===== src/rtl/conv_pkg.sv =====
// Shared constants, FSM state encoding and window type for the conv window master.
package conv_pkg;
   localparam int K  = 5;
   localparam int DW = 16;
   localparam int AW = 16;

   typedef logic [K*K*DW-1:0] window_t;

   typedef enum logic [3:0] {
      IDLE, RD_REQ, RD_GAP, WIN_OUT, RES_WAIT, WR_REQ, WR_GAP, NEXT, DONE
   } state_t;
endpackage


===== src/rtl/conv_window_master_if.sv =====
// Memory request port plus window/result handshakes between master, RAM and datapath.
interface conv_window_master_if;
   import conv_pkg::*;

   logic          mem_enable;
   logic          mem_write;
   logic [AW-1:0] mem_address;
   logic [AW-1:0] mem_offset;
   logic [DW-1:0] mem_wdata;
   window_t       mem_rdata;
   logic          mem_finish;
   logic          win_valid;
   logic          win_ready;
   window_t       win_data;
   logic          res_valid;
   logic          res_ready;
   logic [DW-1:0] res_data;

   modport master (
      output mem_enable, mem_write, mem_address, mem_offset, mem_wdata,
      output win_valid, win_data, res_ready,
      input  mem_rdata, mem_finish, win_ready, res_valid, res_data
   );

   modport slave (
      input  mem_enable, mem_write, mem_address, mem_offset, mem_wdata,
      input  win_valid, win_data, res_ready,
      output mem_rdata, mem_finish, win_ready, res_valid, res_data
   );
endinterface


===== src/rtl/scan_addr_gen.sv =====
// Raster row/col counters with running row-base accumulators for read and write addresses.
// Addresses are combinational from registered state; advances one pixel per i_step.
module scan_addr_gen
   import conv_pkg::*;
(
   input  logic          clk,
   input  logic          rst_n,
   input  logic          i_init,
   input  logic          i_step,
   input  logic [AW-1:0] i_img_base,
   input  logic [AW-1:0] i_img_width,
   input  logic [AW-1:0] i_out_dim,
   input  logic [AW-1:0] i_res_base,
   output logic [AW-1:0] o_rd_addr,
   output logic [AW-1:0] o_wr_addr,
   output logic [AW-1:0] o_offset,
   output logic          o_last
);
   logic [AW-1:0] r_row;
   logic [AW-1:0] r_col;
   logic [AW-1:0] r_dim;
   logic [AW-1:0] r_width;
   logic [AW-1:0] r_rd_row;
   logic [AW-1:0] r_wr_row;
   logic          w_col_wrap;

   assign w_col_wrap = (r_col == r_dim - AW'(1));

   // Row bases replace row*stride multiplies; all sums wrap mod 2^AW.
   always_ff @(posedge clk or negedge rst_n) begin
      if (!rst_n) begin
         r_row    <= '0;
         r_col    <= '0;
         r_dim    <= '0;
         r_width  <= '0;
         r_rd_row <= '0;
         r_wr_row <= '0;
      end else if (i_init) begin
         r_row    <= '0;
         r_col    <= '0;
         r_dim    <= i_out_dim;
         r_width  <= i_img_width;
         r_rd_row <= i_img_base;
         r_wr_row <= i_res_base;
      end else if (i_step) begin
         if (w_col_wrap) begin
            r_col    <= '0;
            r_row    <= r_row + AW'(1);
            r_rd_row <= r_rd_row + r_width;
            r_wr_row <= r_wr_row + r_dim;
         end else begin
            r_col <= r_col + AW'(1);
         end
      end
   end

   assign o_rd_addr = r_rd_row + r_col;
   assign o_wr_addr = r_wr_row + r_col;
   assign o_offset  = r_width;
   assign o_last    = w_col_wrap && (r_row == r_dim - AW'(1));
endmodule


===== src/rtl/conv_window_master.sv =====
// Sole memory master for a conv layer: read 5x5 window, hand to datapath, write result; 7 cycles/pixel minimum.
// Waits indefinitely on win_ready/res_valid; memory requests abort after TIMEOUT cycles with sticky err.
module conv_window_master
   import conv_pkg::*;
#(
   parameter int TIMEOUT = 64
) (
   input  logic                 clk,
   input  logic                 rst_n,
   input  logic                 start,
   input  logic [AW-1:0]        img_base,
   input  logic [AW-1:0]        img_width,
   input  logic [AW-1:0]        out_dim,
   input  logic [AW-1:0]        res_base,
   output logic                 busy,
   output logic                 done,
   output logic                 err,
   conv_window_master_if.master bus
);
   localparam int TW = $clog2(TIMEOUT + 1);

   state_t        r_state;
   state_t        w_next;
   logic [TW-1:0] r_tmo;
   logic          r_err;
   window_t       r_win;
   logic [DW-1:0] r_wdata;
   logic          w_accept;
   logic          w_req;
   logic          w_tmo_hit;
   logic          w_last;
   logic [AW-1:0] w_rd_addr;
   logic [AW-1:0] w_wr_addr;
   logic [AW-1:0] w_offset;

   assign w_accept  = (r_state == IDLE) && start;
   assign w_req     = (r_state == RD_REQ) || (r_state == WR_REQ);
   assign w_tmo_hit = w_req && !bus.mem_finish && (r_tmo == TW'(TIMEOUT - 1));

   scan_addr_gen u_scan (
      .clk         (clk),
      .rst_n       (rst_n),
      .i_init      (w_accept),
      .i_step      (r_state == NEXT),
      .i_img_base  (img_base),
      .i_img_width (img_width),
      .i_out_dim   (out_dim),
      .i_res_base  (res_base),
      .o_rd_addr   (w_rd_addr),
      .o_wr_addr   (w_wr_addr),
      .o_offset    (w_offset),
      .o_last      (w_last)
   );

   always_comb begin
      w_next = r_state;
      case (r_state)
         IDLE:     if (start) w_next = (out_dim == '0) ? DONE : RD_REQ;
         RD_REQ:   if (bus.mem_finish) w_next = RD_GAP;
                   else if (w_tmo_hit) w_next = DONE;
         RD_GAP:   w_next = WIN_OUT;
         WIN_OUT:  if (bus.win_ready) w_next = RES_WAIT;
         RES_WAIT: if (bus.res_valid) w_next = WR_REQ;
         WR_REQ:   if (bus.mem_finish) w_next = WR_GAP;
                   else if (w_tmo_hit) w_next = DONE;
         WR_GAP:   w_next = NEXT;
         NEXT:     w_next = w_last ? DONE : RD_REQ;
         DONE:     w_next = IDLE;
         default:  w_next = IDLE;
      endcase
   end

   // Timeout counter is zero outside request states, so every request starts counting from 0.
   always_ff @(posedge clk or negedge rst_n) begin
      if (!rst_n) begin
         r_state <= IDLE;
         r_tmo   <= '0;
         r_err   <= 1'b0;
         r_win   <= '0;
         r_wdata <= '0;
      end else begin
         r_state <= w_next;
         r_tmo   <= (w_req && (w_next == r_state)) ? r_tmo + TW'(1) : '0;
         if (w_accept)
            r_err <= 1'b0;
         else if (w_tmo_hit)
            r_err <= 1'b1;
         if ((r_state == RD_REQ) && bus.mem_finish)
            r_win <= bus.mem_rdata;
         if ((r_state == RES_WAIT) && bus.res_valid)
            r_wdata <= bus.res_data;
      end
   end

   assign bus.mem_enable  = w_req;
   assign bus.mem_write   = (r_state == WR_REQ);
   assign bus.mem_address = (r_state == RD_REQ) ? w_rd_addr :
                            (r_state == WR_REQ) ? w_wr_addr : '0;
   assign bus.mem_offset  = w_offset;
   assign bus.mem_wdata   = r_wdata;
   assign bus.win_valid   = (r_state == WIN_OUT);
   assign bus.win_data    = r_win;
   assign bus.res_ready   = (r_state == RES_WAIT);
   assign busy            = (r_state != IDLE) && (r_state != DONE);
   assign done            = (r_state == DONE);
   assign err             = r_err;
endmodule


===== src/flat_wrapper.sv =====
// flat-port wrapper written by rule: the top's interface ports become plain ports
module conv_window_master_flat import conv_pkg::*;
#(
   parameter int TIMEOUT = 64
)
  (clk, rst_n, start, img_base, img_width, out_dim, res_base, busy, done, err, bus_mem_enable, bus_mem_write, bus_mem_address, bus_mem_offset, bus_mem_wdata, bus_win_valid, bus_win_data, bus_res_ready, bus_mem_rdata, bus_mem_finish, bus_win_ready, bus_res_valid, bus_res_data);
  conv_window_master_if bus_i ();
  input  logic clk;
  input  logic rst_n;
  input  logic start;
  input  logic [AW-1:0] img_base;
  input  logic [AW-1:0] img_width;
  input  logic [AW-1:0] out_dim;
  input  logic [AW-1:0] res_base;
  output logic busy;
  output logic done;
  output logic err;
  output wire logic [$bits(bus_i.mem_enable)-1:0] bus_mem_enable;
  output wire logic [$bits(bus_i.mem_write)-1:0] bus_mem_write;
  output wire logic [$bits(bus_i.mem_address)-1:0] bus_mem_address;
  output wire logic [$bits(bus_i.mem_offset)-1:0] bus_mem_offset;
  output wire logic [$bits(bus_i.mem_wdata)-1:0] bus_mem_wdata;
  output wire logic [$bits(bus_i.win_valid)-1:0] bus_win_valid;
  output wire logic [$bits(bus_i.win_data)-1:0] bus_win_data;
  output wire logic [$bits(bus_i.res_ready)-1:0] bus_res_ready;
  input wire logic [$bits(bus_i.mem_rdata)-1:0] bus_mem_rdata;
  input wire logic [$bits(bus_i.mem_finish)-1:0] bus_mem_finish;
  input wire logic [$bits(bus_i.win_ready)-1:0] bus_win_ready;
  input wire logic [$bits(bus_i.res_valid)-1:0] bus_res_valid;
  input wire logic [$bits(bus_i.res_data)-1:0] bus_res_data;
  assign bus_mem_enable = bus_i.mem_enable;
  assign bus_mem_write = bus_i.mem_write;
  assign bus_mem_address = bus_i.mem_address;
  assign bus_mem_offset = bus_i.mem_offset;
  assign bus_mem_wdata = bus_i.mem_wdata;
  assign bus_win_valid = bus_i.win_valid;
  assign bus_win_data = bus_i.win_data;
  assign bus_res_ready = bus_i.res_ready;
  assign bus_i.mem_rdata = bus_mem_rdata;
  assign bus_i.mem_finish = bus_mem_finish;
  assign bus_i.win_ready = bus_win_ready;
  assign bus_i.res_valid = bus_res_valid;
  assign bus_i.res_data = bus_res_data;
  conv_window_master #(.TIMEOUT(TIMEOUT)) u_core (.clk(clk), .rst_n(rst_n), .start(start), .img_base(img_base), .img_width(img_width), .out_dim(out_dim), .res_base(res_base), .busy(busy), .done(done), .err(err), .bus(bus_i));
endmodule

===== config.mk =====
export PLATFORM = sky130hd
export DESIGN_NAME = conv_window_master_flat
export DESIGN_NICKNAME = d
export VERILOG_FILES = /design/src/rtl/conv_pkg.sv /design/src/rtl/conv_window_master_if.sv /design/src/rtl/scan_addr_gen.sv /design/src/rtl/conv_window_master.sv /design/src/flat_wrapper.sv
export SDC_FILE = /design/constraint.sdc
export NUM_CORES = 1
export LEC_CHECK = 0
export ABC_CLOCK_PERIOD_IN_PS = 4100
export CORE_AREA = 2 2 370 372
export CTS_CLUSTER_DIAMETER = 30
export DETAILED_ROUTE_END_ITERATION = 6
export DIE_AREA = 0 0 372 374
export PLACE_DENSITY_LB_ADDON = 0.12
export SLEW_MARGIN = 40
export SYNTH_ARGS = -nofsm -noshare
export SYNTH_HDL_FRONTEND = slang
export SYNTH_SLANG_ARGS = --single-unit

===== constraint.sdc =====
create_clock -name clk -period 4.1 [get_ports clk]
set_input_delay 0.82 -clock clk [delete_from_list [all_inputs] [get_ports clk]]
set_output_delay 0.82 -clock clk [all_outputs]
set_load 0.005 [all_outputs]

[Word level (Yosys, flattened, before mapping)]
Index checks and enable logic that the tools add are counted.
Cells by class
  $add $sub $neg: 8
  bitwise logic cells: 0
  equal/unequal tests: 13
  reductions and logical operators: 17
  $lt $le $gt $ge: 0
  multiply operators: 0
  mux-type cells: 26
  shifts and indexed selects: 0
  divide/modulo/power cells: 0
Operator list (number)
  two-way mux 16 bit: 14
  adder 16 bit: 4
  adder 16 x 1 -> 16 bit, second input constant: 2
  == test 16 bit: 2
  two-way mux 4 bit: 8
  one-hot mux 4 bit (8 select lines): 1
  == test 4 x 3 -> 1 bit, second input constant: 4
  zero test 16 bit: 1
  subtractor 16 x 1 -> 16 bit, second input constant: 1
  == test 4 x 2 -> 1 bit, second input constant: 2
  logical AND 1 bit: 8
  adder 7 x 1 -> 7 bit, second input constant: 1
  == test 7 x 6 -> 1 bit, second input constant: 1
  two-way mux 7 bit: 1
  nonzero test 2 bit: 3
  == test 4 x 1 -> 1 bit, second input constant: 1
  == test 4 bit: 1
  == test 4 bit, second input constant: 1
  zero test 4 bit: 1
  inequality test 4 bit, second input constant: 1
  nonzero test 4 bit: 1
  two-way mux 1 bit: 2
  AND reduction 2 bit: 1
  zero test 1 bit: 1
  logical OR 1 bit: 1
Storage, ports and cells
  input port bits: 486
  memory bits (read-only): 0
  RAM bits: 0
  bits in latches: 0
  memories: 0
  register bits: 524

[Logic depth before layout (Yosys ltp)]
  word-level depth: 10
  depth in mapped cells: 12
  depth with buffers taken out: 12

[By module]
From an unflattened synthesis, not the netlist that was laid out.
Second synthesis, totals
  cell total of the unflattened synthesis: 1885
  area, all modules: 26003.7 um^2
Modules (own cells, without submodules)
  conv_window_master: area each 17942.2 um^2, cells an instance 974, seq. area each 10710.3 um^2, times used 1
  scan_addr_gen: area each 8061.5 um^2, cells an instance 911, seq. area each 2402.3 um^2, times used 1

[Least setup slack after synthesis]
No wires, ideal clock.
  path type: flip-flop to output port
  start: reg u_core.u_scan.r_col[0]
  end: out bus_mem_address[14]
  data required time: 3280 ps
  setup slack: 300 ps
  arrival time: 2980 ps
  stages on the path, launching flop included: 12
  cell sequence: dfrtp_1 -> ha_1 -> fa_1 -> a21o_1 -> a21o_1 -> a2111oi_0 -> nor3_1 -> a41o_1 -> o41ai_1 -> o21ai_0 -> xnor2_1 -> o22ai_1
On the way
  word-level cells in the longest chain between the ends: 3
  elaborated cells on any way between the ends: 4
  classes of those cells: add/sub: 2; mux: 2
Ends and longest elaborated chain
  from (decl): line scan_addr_gen.sv:20  | logic [AW-1:0] r_col;
  from (signal assigned): line scan_addr_gen.sv:52  | r_col <= r_col + AW'(1);
  adder 16 bit: line scan_addr_gen.sv:58  | assign o_wr_addr = r_wr_row + r_col;
  two-way mux 16 bit: line conv_window_master.sv:98  | (r_state == WR_REQ) ? w_wr_addr : '0;
  two-way mux 16 bit *: line conv_window_master.sv:97  | assign bus.mem_address = (r_state == RD_REQ) ? w_rd_addr :
  to (decl): line flat_wrapper.sv:20  | output wire logic [$bits(bus_i.mem_address)-1:0] bus_mem_address;
Every way passes the cells marked *; elsewhere a longest branch is shown, timed or not.

[Worst setup path in the final report]
  start: reg u_core.u_scan.r_wr_row[0]
  end: out bus_mem_address[14]
On the way
  word-level cells in the longest chain between the ends: 3
Ends and longest elaborated chain
  from (decl): line scan_addr_gen.sv:24  | logic [AW-1:0] r_wr_row;
  from (signal assigned): line scan_addr_gen.sv:44  | r_wr_row <= i_res_base;
  from (signal assigned): line scan_addr_gen.sv:50  | r_wr_row <= r_wr_row + r_dim;
  adder 16 bit: line scan_addr_gen.sv:58
  two-way mux 16 bit: line conv_window_master.sv:98
  two-way mux 16 bit: line conv_window_master.sv:97
No other way between the ends.

==> out/summary.txt <==
YOSYS
--------------------------------------------------------------------------------
Seq/Total Area, Yosys                                                      55.0%
Prevailing post-synth register cell                                 sky130_fd_sc_hd__dfrtp_1
Yosys warning total                                                            0
Number of enable flip-flop cells after synthesis                               0
Synthesized cell area                                                0.0238 mm^2
Unique cell type count in the Yosys netlist                                   66
Yosys reg bits                                                               524
Post-synthesis cell count                                                  1,924
Fraction of registers with async set or reset after synthesis               100%
Syn Nets                                                                   2,478
Synthesized area divided by synthesized cell count                     12.4 um^2

CELLS AND AREA
--------------------------------------------------------------------------------
Fillers                                                                   13,600
Area added between synthesis and finish                                    78.8%
Fraction of layout instances using a drive strength above 1                26.8%
Number of nets at the end of the flow                                      3,604

ROUTING
--------------------------------------------------------------------------------
Number of design rule violations left after detail routing                     0
Routed Wire Length                                                    135,000 um
Vias                                                                      20,800
Iteration-0 DRC Markers                                                      947
Wire length per cell                                                     27.0 um
Final antenna-violating net count                                              0
Post-DR vias/cell                                                           4.16
TritonRoute pass-1 iters                                                       5

CLOCK TREE
--------------------------------------------------------------------------------
Clock latency reported for the late side of the worst-skew pair          0.80 ns
Clock sink total                                                             524
Number of buffers on the longest clock path                                    3
Root Buffer                                                         sky130_fd_sc_hd__clkbuf_16
CTS tree                                                                   built
H-tree depth reported by CTS                                                   4
Number of buffers added by the clock tree synthesis step                     175
Reg clk slew, reported paths                                             0.04 ns

TIMING
--------------------------------------------------------------------------------
Setup repair after global routing missed its margin                         true
Slew margin rel.                                                           48.4%
Total setup violations reported at the end of the flow                         9
Fin crit period                                                          4.53 ns
Final-report hold violation count                                              0
Crit share post-route                                                       111%
Fin Clk Skew                                                           0.0564 ns
Final-report max-slew violation count                                          0
Final WS setup                                                         -0.433 ns
Slew at the pin closest to its max-slew limit                           0.771 ns
FMAX                                                                     221 MHz

GRT
--------------------------------------------------------------------------------
Vias in the first global route                                            22,100
Total congestion overflow                                                      0
Maximum number of pins on one net before global-route repair                  80
Wire length of the first global-routing pass                          183,000 um
Global Route Usage Sum                                                     19.0%
Number of antenna violations at the first check in global routing             84

CRITICAL PATH
--------------------------------------------------------------------------------
Critical Path AT                                                         3.71 ns
Number of cells traversed by the worst register-to-register path              12
Cell with the biggest individual delay on the critical path         sky130_fd_sc_hd__dfrtp_1
Worst R2R Start                                                     u_core.u_scan.r_dim[0]
Slack of the worst reg-to-reg path                                       0.38 ns
Crit Path Class                                                          reg2out
Stage delay of the slowest cell on the critical path                     0.39 ns
Critical Path End Type                                               output port
Data required, critical path                                             3.28 ns
Cell occurring most often along the worst timing path               sky130_fd_sc_hd__a21o_1
Critical path fanouts, max                                                     2
Kind of launch point of the worst setup path                           flip-flop
Worst reg2reg path endpoint                                         u_core.u_scan.r_rd_row[14]
Ordered cell list for the critical path                             ha_2 > fa_2 > a21o_1 > a21o_1 > a2111oi_4 > nor3_2 > a41o_1 > o41ai_4 > buf_4 > o21ai_2 > xnor2_1 > o22ai_1 > buf_2

FLOORPLAN
--------------------------------------------------------------------------------
Core footprint                                                        0.135 mm^2
Die Y                                                                     374 um
Die span in x                                                             372 um
Core Rows                                                                    135
IO Count                                                                     941
Starting density of the core                                               17.7%
Die Footprint                                                         0.139 mm^2

POWER AND IR DROP
--------------------------------------------------------------------------------
PD cells                                                             894 mW/mm^2
Maximum vdd drop                                                      0.000428 V
Leakage                                                                  17.6 nW
Overall power                                                            38.1 mW

PLACEMENT
--------------------------------------------------------------------------------
Final HPWL from detailed placement                                    110,000 um
GP Congestion                                                              0.905
Pre-CTS WS                                                             -0.529 ns
Number of I/O port buffers                                                   940

MIN PATH
--------------------------------------------------------------------------------
Path class of the lowest-slack min-delay path                            reg2reg
WHS Path Cells                                                                 1
Launch instance of the worst min-delay path                         u_core.r_tmo[0]
Worst hold path endpoint                                            u_core.r_tmo[0]

FLOW RUN
--------------------------------------------------------------------------------
Max-cap violations                                                             0

OUTCOME
--------------------------------------------------------------------------------
Result of the run                                                   finished, violations left
Violated checks                                                     negative setup slack

[worst max-delay path: cells and delay by family (launching register included)]
family	cells	cell delay [ns]
flip-flops	1	0.39
AND/OR/NAND/NOR	1	0.10
buffers and inverters	2	0.32
XOR/XNOR	1	0.17
AO/OA/AOI/OAI	7	1.43
adder cells (fa/ha/maj)	2	0.57
[routing by layer]
| layer | vias to the layer above | part of all wire [%] | track usage, % |
|---|---|---|---|
| li1 | 9198 | - | - |
| met5 | - | 0.49 | 0 |
| met3 | 271 | 11 | 9.93 |
| met2 | 842 | 47 | 30.9 |
| met1 | 10300 | 39 | 21.8 |
| met4 | 100 | 1.9 | 4.67 |
[cells by family (layout without fill, tap and decap cells)]
group / count (synthesis) / after routing / synth area share [%]
flops: 524 / 524 / 55.0
mux: 447 / 447 / 21.0
simple gates: 431 / 431 / 8.52
compound gates: 227 / 227 / 5.83
buf+inv: 118 / 1392 / 1.92
xor+xnor: 109 / 109 / 4.07
fa+ha+maj: 68 / 68 / 3.70
other cells: 0 / 10 / 0
[state kept, by name (all words and copies together), names as in the netlist]
| signal | flops |
|---|---|
| u_core.u_scan.o_offset | 16 |
| u_core.err | 1 |
| u_core.r_state | 4 |
| u_core.u_scan.r_wr_row | 16 |
| u_core.u_scan.r_row | 16 |
| u_core.u_scan.r_dim | 16 |
| u_core.bus.mem_wdata | 16 |
| u_core.u_scan.r_rd_row | 16 |
| u_core.u_scan.r_col | 16 |
| u_core.r_tmo | 7 |
| u_core.bus.win_data | 400 |
[cell usage in the layout, fill, tap and decap left out, types with 13 or more instances in the layout]
master,n
sky130_fd_sc_hd__o21ai_1,21
sky130_fd_sc_hd__bufinv_16,16
sky130_fd_sc_hd__a21oi_1,45
sky130_fd_sc_hd__o21ai_0,62
sky130_fd_sc_hd__xor2_1,40
sky130_fd_sc_hd__nor4_1,15
sky130_fd_sc_hd__inv_1,25
sky130_fd_sc_hd__mux2_2,417
sky130_fd_sc_hd__xnor2_1,65
sky130_fd_sc_hd__nand3_1,20
sky130_fd_sc_hd__and3_1,22
sky130_fd_sc_hd__buf_12,24
sky130_fd_sc_hd__nor3_1,28
sky130_fd_sc_hd__clkdlybuf4s50_1,932
sky130_fd_sc_hd__buf_4,71
sky130_fd_sc_hd__a21o_1,13
sky130_fd_sc_hd__nand4_1,19
sky130_fd_sc_hd__nand2_1,181
sky130_fd_sc_hd__clkbuf_1,37
sky130_fd_sc_hd__clkinv_2,31
sky130_fd_sc_hd__ha_1,58
sky130_fd_sc_hd__nor2_1,83
sky130_fd_sc_hd__clkbuf_16,175
sky130_fd_sc_hd__dfrtp_1,524
sky130_fd_sc_hd__clkbuf_8,46
sky130_fd_sc_hd__mux2i_1,30
[through the flow]
stage	area (um^2)	TNS (ns)	hold WS, ns	instances	util, %
after CTS	42500	-2.47	0.490	4975	31.5
final	42600	-1.96	0.481	4989	31.6
after global routing	42600	-3.93	0.510	4983	31.6
after floorplan	23800	0	0.433	1924	-
after detailed placement	36100	-1.23	0.485	4638	26.7
after global placement	36100	-1.19	0.448	4637	26.7
[cells in the mapped netlist (4+ instances only)]
cell type                     n  share of area (%)
sky130_fd_sc_hd__a211o_1      7               0.26
sky130_fd_sc_hd__or3_1        5               0.13
sky130_fd_sc_hd__nand3_1     20               0.42
sky130_fd_sc_hd__ha_1        64                3.4
sky130_fd_sc_hd__and3_1      22               0.58
sky130_fd_sc_hd__o21ai_0     68                1.4
sky130_fd_sc_hd__xor2_1      43                1.6
sky130_fd_sc_hd__fa_1         4               0.34
sky130_fd_sc_hd__nand2b_1    10               0.26
sky130_fd_sc_hd__or2_2        4               0.10
sky130_fd_sc_hd__nor3_1      29               0.61
sky130_fd_sc_hd__buf_2        6               0.13
sky130_fd_sc_hd__and4_1       4               0.15
sky130_fd_sc_hd__o21bai_1     4               0.13
sky130_fd_sc_hd__dfrtp_1    524                 55
sky130_fd_sc_hd__xnor2_1     65                2.4
sky130_fd_sc_hd__o2111ai_1    4               0.15
sky130_fd_sc_hd__nor2b_1     11               0.29
sky130_fd_sc_hd__nor4_1      16               0.42
sky130_fd_sc_hd__a211oi_1     4               0.13
sky130_fd_sc_hd__clkbuf_1    80                1.3
sky130_fd_sc_hd__mux2_2     417                 20
sky130_fd_sc_hd__nand3b_1     5               0.16
sky130_fd_sc_hd__a21oi_1     49                1.0
sky130_fd_sc_hd__buf_1        4              0.063
sky130_fd_sc_hd__a21o_1      13               0.41
sky130_fd_sc_hd__a31oi_1     10               0.26
sky130_fd_sc_hd__nand2_1    181                2.9
sky130_fd_sc_hd__o22ai_1     10               0.26
sky130_fd_sc_hd__o21ai_1     20               0.42
sky130_fd_sc_hd__o211ai_1     5               0.16
sky130_fd_sc_hd__nand4_1     19               0.50
sky130_fd_sc_hd__and2_1       4               0.10
sky130_fd_sc_hd__inv_1       25               0.39
sky130_fd_sc_hd__nor2_1      85                1.3
sky130_fd_sc_hd__mux2i_1     30                1.3
[cell type report]
cell class	count	area, um^2	share of cell area [%]
well taps	1781	2230	5.23
multi-input cells	1282	10500	24.6
clock buffers	258	5150	12.1
flip-flops and latches	524	13100	30.8
clock inverters	67	1030	2.42
inverters	26	97.6	0.229
repair buffers	1041	10500	24.6
diodes	10	25.0	0.0587
[repair_timing]
action	in CTS	in global routing
resized for setup	63	10
hold buffers	1	0
buffers inserted	13	5
pin swaps	28	13
hold endpoints to repair	26	0
setup endpoints to repair	12	13
[worst max-delay path by stage]
| stage | from | endpoint | slack, ns | cells past startpoint |
|---|---|---|---|---|
| 2_1_floorplan | u_core.u_scan.r_col[0] | bus_mem_address[14] | 0.30 | 11 |
| 3_3_place_gp | u_core.u_scan.r_col[0] | bus_mem_address[14] | -0.57 | 12 |
| 3_5_place_dp | u_core.u_scan.r_col[0] | bus_mem_address[14] | -0.53 | 12 |
| 4_1_cts | u_core.u_scan.r_col[0] | bus_mem_address[14] | -0.51 | 13 |
| 5_1_grt | u_core.u_scan.r_wr_row[0] | bus_mem_address[14] | -0.64 | 13 |
| 6_report | u_core.u_scan.r_wr_row[0] | bus_mem_address[14] | -0.43 | 13 |
[power breakdown]
part | total [mW] | internal [mW] | switching, mW
Combinational | 14.9 | 8.28 | 6.62
Clock | 13.7 | 9.63 | 4.02
Sequential | 9.56 | 7.67 | 1.89
Total | 38.1 | 25.6 | 12.5
(Power assumes the default switching activity.)
